## config.mk

```make
export PLATFORM = sky130hd
export DESIGN_NAME = run_sequencer
export DESIGN_NICKNAME = d
export VERILOG_FILES = /design/src/rtl/run_seq_pkg.sv /design/src/rtl/run_sequencer.sv
export SDC_FILE = /design/constraint.sdc
export NUM_CORES = 1
export LEC_CHECK = 0
export ABC_AREA = 0
export ABC_CLOCK_PERIOD_IN_PS = 6800
export CORE_MARGIN = 10
export CORE_UTILIZATION = 60
export DETAILED_ROUTE_END_ITERATION = 8
export PLACE_DENSITY = 0.82
export SETUP_SLACK_MARGIN = 0.1
export SLEW_MARGIN = 30
export SYNTH_ARGS = -nofsm -noshare
export SYNTH_HDL_FRONTEND = slang
export SYNTH_SLANG_ARGS = --single-unit
```

## constraint.sdc

```tcl
create_clock -name clock -period 6.8 [get_ports clock]
set_clock_uncertainty 0.2 [all_clocks]
set_input_delay 1.36 -clock clock [delete_from_list [all_inputs] [get_ports clock]]
set_output_delay 1.36 -clock clock [all_outputs]
set_load 0.01 [all_outputs]
```

## src/rtl/run_seq_pkg.sv

```systemverilog
// Shared types and width helpers for the run/reset sequencer.
package run_seq_pkg;

    localparam int unsigned STATE_W = 2;

    typedef enum logic [STATE_W-1:0] {
        ST_HOLD = 2'd0,
        ST_RUN  = 2'd1,
        ST_DONE = 2'd2,
        ST_TMO  = 2'd3
    } state_e;

    // Bits needed to hold values 0..max_val (at least one bit).
    function automatic int unsigned cnt_w(input int unsigned max_val);
        return (max_val <= 32'd1) ? 32'd1 : 32'($clog2(max_val + 32'd1));
    endfunction

    function automatic int unsigned hold_cnt_w(input int unsigned rst_cycles);
        return cnt_w(rst_cycles);
    endfunction

    function automatic int unsigned run_cnt_w(input int unsigned timeout);
        return cnt_w(timeout);
    endfunction

endpackage

```

## src/rtl/run_sequencer.sv

```systemverilog
// Run/reset controller: stretches reset into a core reset, enables the algorithm
// channels, collects their done flags and ends the run on completion or watchdog.
module run_sequencer
    import run_seq_pkg::*;
#(
    parameter int unsigned RST_CYCLES = 4,
    parameter int unsigned NUM_CH     = 1,
    parameter bit          ALL_DONE   = 1'b1,
    parameter int unsigned TIMEOUT    = 100000,
    parameter int unsigned CYC_W      = 32
) (
    input  logic               clock,
    input  logic               reset,
    input  logic               in_restart,
    input  logic [NUM_CH-1:0]  in_done,
    output logic               out_core_reset,
    output logic [NUM_CH-1:0]  out_run,
    output logic               out_finish,
    output logic               out_timeout,
    output logic [CYC_W-1:0]   out_cycles,
    output logic [STATE_W-1:0] out_state
);

    localparam int unsigned HOLD_W    = hold_cnt_w(RST_CYCLES);
    localparam int unsigned RUN_W     = run_cnt_w(TIMEOUT);
    localparam int unsigned HOLD_LAST = (RST_CYCLES == 0) ? 0 : RST_CYCLES - 1;
    localparam int unsigned TMO_LAST  = (TIMEOUT == 0) ? 0 : TIMEOUT - 1;
    localparam bit          WDOG_EN   = (TIMEOUT != 0);

    state_e              r_state,      w_state_nxt;
    logic [HOLD_W-1:0]   r_hold,       w_hold_nxt;
    logic [RUN_W-1:0]    r_run_cnt,    w_run_cnt_nxt;
    logic [NUM_CH-1:0]   r_latch,      w_latch_nxt;
    logic [NUM_CH-1:0]   r_run,        w_run_nxt;
    logic [CYC_W-1:0]    r_cycles,     w_cycles_nxt;
    logic                r_core_reset, w_core_reset_nxt;
    logic                r_finish,     w_finish_nxt;
    logic                r_timeout,    w_timeout_nxt;

    logic [NUM_CH-1:0]   w_seen;
    logic                w_complete;
    logic                w_expire;

    // A done sampled on the current edge counts alongside the latched ones.
    assign w_seen     = r_latch | in_done;
    assign w_complete = ALL_DONE ? (&w_seen) : (|w_seen);
    assign w_expire   = WDOG_EN && (r_run_cnt == RUN_W'(TMO_LAST));

    always_ff @(posedge clock or posedge reset) begin
        if (reset) begin
            r_state      <= ST_HOLD;
            r_hold       <= '0;
            r_run_cnt    <= '0;
            r_latch      <= '0;
            r_run        <= '0;
            r_cycles     <= '0;
            r_core_reset <= 1'b1;
            r_finish     <= 1'b0;
            r_timeout    <= 1'b0;
        end else begin
            r_state      <= w_state_nxt;
            r_hold       <= w_hold_nxt;
            r_run_cnt    <= w_run_cnt_nxt;
            r_latch      <= w_latch_nxt;
            r_run        <= w_run_nxt;
            r_cycles     <= w_cycles_nxt;
            r_core_reset <= w_core_reset_nxt;
            r_finish     <= w_finish_nxt;
            r_timeout    <= w_timeout_nxt;
        end
    end

    always_comb begin
        w_state_nxt      = r_state;
        w_hold_nxt       = r_hold;
        w_run_cnt_nxt    = r_run_cnt;
        w_latch_nxt      = r_latch;
        w_run_nxt        = r_run;
        w_cycles_nxt     = r_cycles;
        w_core_reset_nxt = r_core_reset;
        w_finish_nxt     = 1'b0;
        w_timeout_nxt    = r_timeout;

        if (in_restart) begin
            // Abort from any state; in HOLD this simply restarts the hold count.
            w_state_nxt      = ST_HOLD;
            w_hold_nxt       = '0;
            w_run_cnt_nxt    = '0;
            w_latch_nxt      = '0;
            w_run_nxt        = '0;
            w_cycles_nxt     = '0;
            w_core_reset_nxt = 1'b1;
            w_timeout_nxt    = 1'b0;
        end else begin
            case (r_state)
                ST_HOLD: begin
                    w_latch_nxt   = '0;
                    w_cycles_nxt  = '0;
                    w_run_cnt_nxt = '0;
                    if (r_hold == HOLD_W'(HOLD_LAST)) begin
                        w_state_nxt      = ST_RUN;
                        w_hold_nxt       = '0;
                        w_core_reset_nxt = 1'b0;
                        w_run_nxt        = '1;
                    end else begin
                        w_hold_nxt = r_hold + HOLD_W'(1);
                    end
                end
                ST_RUN: begin
                    w_latch_nxt = w_seen;
                    if (r_cycles != '1) begin
                        w_cycles_nxt = r_cycles + CYC_W'(1);
                    end
                    if (WDOG_EN) begin
                        w_run_cnt_nxt = r_run_cnt + RUN_W'(1);
                    end
                    // Completion takes priority over a watchdog expiry on the same edge.
                    if (w_complete) begin
                        w_state_nxt   = ST_DONE;
                        w_run_nxt     = '0;
                        w_finish_nxt  = 1'b1;
                        w_timeout_nxt = 1'b0;
                    end else if (w_expire) begin
                        w_state_nxt   = ST_TMO;
                        w_run_nxt     = '0;
                        w_finish_nxt  = 1'b1;
                        w_timeout_nxt = 1'b1;
                    end
                end
                ST_DONE, ST_TMO: begin
                end
                default: begin
                    w_state_nxt = ST_HOLD;
                end
            endcase
        end
    end

    assign out_core_reset = r_core_reset;
    assign out_run        = r_run;
    assign out_finish     = r_finish;
    assign out_timeout    = r_timeout;
    assign out_cycles     = r_cycles;
    assign out_state      = r_state;

endmodule

```

==> impl_metrics.json <==
{
  "status": "finished, final reports clean",
  "synth.top_cells.by_count": "nand2_1, dfrtp_1, o21ai_0, nand3_1, a21oi_1",
  "cellLeakagePower_nw": 1.75,
  "worstSkewPairLatency_ns": 0.33,
  "reg2regPathDepth": 6,
  "pwr_density_cell_nw_per_um2": 193,
  "drive_gt1_share_pct": 9.84,
  "wl_per_cell_um": 17.4,
  "crit_type": "input pin to register",
  "area_growth_syn_to_layout_pct": 19.4,
  "worstSetupStartpointType": "input pin",
  "combPwrFrac_pct": 9.0,
  "synth-edff-count": 0,
  "finalSetupViolations": 0,
  "io_pins": 42,
  "yosys_most_used_dff": "dfrtp_1",
  "seq_power_share_pct": 47.8,
  "synth_mux_area_share_pct": 0.331,
  "synth_top_family_by_area": "simple AND/OR/NAND/NOR gates",
  "rsz0062_at_grt": "false",
  "antenna_found_initial": 0,
  "syn-num-nets": 392,
  "die_w_um": 95.2,
  "globalplace.congestion": 0.846,
  "core-area_um2": 5510,
  "yosysSeqAreaShare_pct": 43.5,
  "cts_hold_buf": 0,
  "firstDrtPassIters": 5,
  "cts.sinks": 59,
  "period_share_pct": 56.8,
  "async_reset_ff_share_pct": 100,
  "stdcell_area_um2": 4060,
  "crit_chain": "clkdlybuf4s50_1, nand2b_1, buf_4, o21ai_2, a221o_1",
  "port_buffers": 41,
  "cap_violations": 0,
  "switching_power_w": 0.000193,
  "grt.total_usage_pct": 19.9,
  "cp_max_fo": 24,
  "sw_frac_of_total_pct": 24.7,
  "p_int_w": 0.000589,
  "yosys.area.top_type": "dfrtp_1",
  "ctsResizeCount": 0,
  "hold_viol": 0,
  "yosys.area_share.xor_xnor_pct": 0,
  "drv_slew": 0,
  "clk_pin_slew_worst_paths_ns": 0.07,
  "num-nets-final": 429,
  "grt_overflow": 0,
  "synth_compound_area_share_pct": 21.9,
  "synth.top_cell.area_share_pct": 42.7,
  "avgViaCountPerCell": 6.42,
  "num-fill-cells": 410,
  "slowest_stage": "nand2b_1",
  "num_vias": 3202,
  "postCtsSetupBuffers": 0,
  "fmax_mhz": 259,
  "cts_buffer_depth": 2,
  "drc": 0,
  "placed_area_um2": 3840,
  "required_ns": 6.81,
  "grt_max_degree": 60,
  "synth_cell_types": 56,
  "synth-simple-area-share_pct": 29.9,
  "syn_inst": 385,
  "max_stage_delay_ns": 0.74,
  "end_kind": "register",
  "tightest_slew_ns": 0.856,
  "drt-total-wl_um": 8660,
  "postRouteAntennaNets": 0,
  "synthTopCellsByArea": "dfrtp_1, nand2_1, o21ai_0",
  "netlist_area_um2": 3400,
  "die-height_um": 95.2,
  "whs_path_depth": 1,
  "setup_tns_ns": 0,
  "synth_fa_ha_area_share_pct": 1.10,
  "multi_input_area_um2": 1810,
  "grt_pass1_vias": 3051,
  "power_frac_clock_pct": 43.2,
  "dp_hpwl_um": 5650,
  "numCtsBuffers": 9,
  "synth_most_common_cell": "nand2_1",
  "period_needed_ns": 3.87,
  "grt_pass1_wl_um": 14800,
  "start_util_pct": 61.7,
  "core.rowCount": 27,
  "h-tree-depth": 3,
  "n_antenna_cell": 0,
  "relSlewSlack_pct": 42.5,
  "cts_tree": "done",
  "hold_class": "register to register",
  "drt_iter0_drc": 216,
  "peakVddDrop_mv": 0.103,
  "ys_ff_latch": 59,
  "register_area_um2": 1480,
  "avgSynthCellArea_um2": 8.82,
  "yosys_warnings": 0,
  "arrival_ns": 3.87,
  "die_area_um2": 9070,
  "cts-root-buf": "clkbuf_8"
}
==> cells in the final DEF, fill, tap and decap left out, drive strengths merged, types with 3 or more instances in the layout <==
master / netlist / layout
nand2: 61 / 61
dfrtp: 58 / 58
clkbuf: 12 / 12
and4: 4 / 4
a21oi: 20 / 20
o41ai: 5 / 5
nor3: 19 / 19
o211ai: 6 / 6
a211o: 11 / 11
a221o: 4 / 4
ha: 3 / 3
buf: 7 / 4
nand3: 23 / 23
nor4: 7 / 7
o31ai: 5 / 5
o311ai: 3 / 3
a31oi: 10 / 10
clkdlybuf4s50: 0 / 41
and2: 8 / 8
nor2b: 5 / 5
nor2: 16 / 16
inv: 6 / 6
nand4: 16 / 16
and3: 13 / 13
or4: 6 / 6
o21ai: 32 / 32
nand2b: 3 / 3
==> registers in the layout, summed over array words and instances, names as in the netlist <==
| name | flops |
|---|---|
| out_core_reset | 1 |
| out_cycles | 32 |
| out_finish | 1 |
| out_run | 1 |
| out_state | 2 |
| out_timeout | 1 |
| r_hold | 3 |
| r_latch | 1 |
| r_run_cnt | 17 |
==> kinds of logic (layout without fill, tap and decap cells) <==
| kind of cell | Yosys count | count (layout) |
|---|---|---|
| multiplexers | 1 | 1 |
| buffers and inverters | 25 | 67 |
| AO/OA/AOI/OAI | 111 | 111 |
| adder cells (fa/ha/maj) | 3 | 3 |
| flip-flops | 59 | 59 |
| AND/OR/NAND/NOR | 186 | 186 |
==> stage by stage <==
stage	total power, W	util, %	hold slack (ns)	worst slack (ns)	instances
floorplan	0.000421	-	0.273	3.79	385
global placement	0.000448	69.8	0.278	2.68	483
detailed placement	0.000451	69.8	0.281	2.62	483
CTS	0.000787	73.7	0.297	2.97	499
global route	0.000815	73.7	0.330	2.82	499
finish	0.000783	73.7	0.291	2.93	499
==> power by group through the flow <==
stage	clock network, W	registers (W)	logic (W)
finish	0.000338	0.000374	0.0000703
global route	0.000359	0.000376	0.0000793
CTS	0.000341	0.000374	0.0000711
detailed placement	0	0.000381	0.0000707
global placement	0	0.000380	0.0000679
floorplan	0	0.000381	0.0000408
==> final timing paths <==
| path | start | endpoint | slack, ns |
|---|---|---|---|
| max | in_restart | out_cycles[25] | 2.93 |
| min | out_timeout | out_timeout | 0.29 |
| max reg2reg | out_cycles[0] | out_cycles[1] | 3.73 |
| min reg2reg | out_timeout | out_timeout | 0.29 |
| max in group asynchronous | reset | out_cycles[24] | 4.53 |
| min in group asynchronous | reset | out_cycles[10] | 1.37 |
==> routing by layer <==
layer | up-vias | routed length, µm | global-route usage (%)
met5 | - | 0 | 0
met4 | 0 | 122 | 7.23
met3 | 14 | 592 | 4.71
met2 | 102 | 4150 | 31.4
met1 | 1544 | 3790 | 26.0
li1 | 1542 | - | -
==> cell type report <==
type / instances / share of cell area [%]
Inverter: 6 / 0.555
Clock inverter: 4 / 1.17
Timing Repair Buffer: 45 / 10.9
Clock buffer: 12 / 4.07
Tap cell: 72 / 2.22
Multi-Input combinational cell: 301 / 44.7
Sequential cell: 59 / 36.4
==> worst max-delay path, delay by kind of cell <==
kind	cells	cell delay [ns]
compound gates	2	0.66
buf+inv	2	1.11
simple gates	1	0.74
No activity file was read; power rests on OpenSTA's default activity.
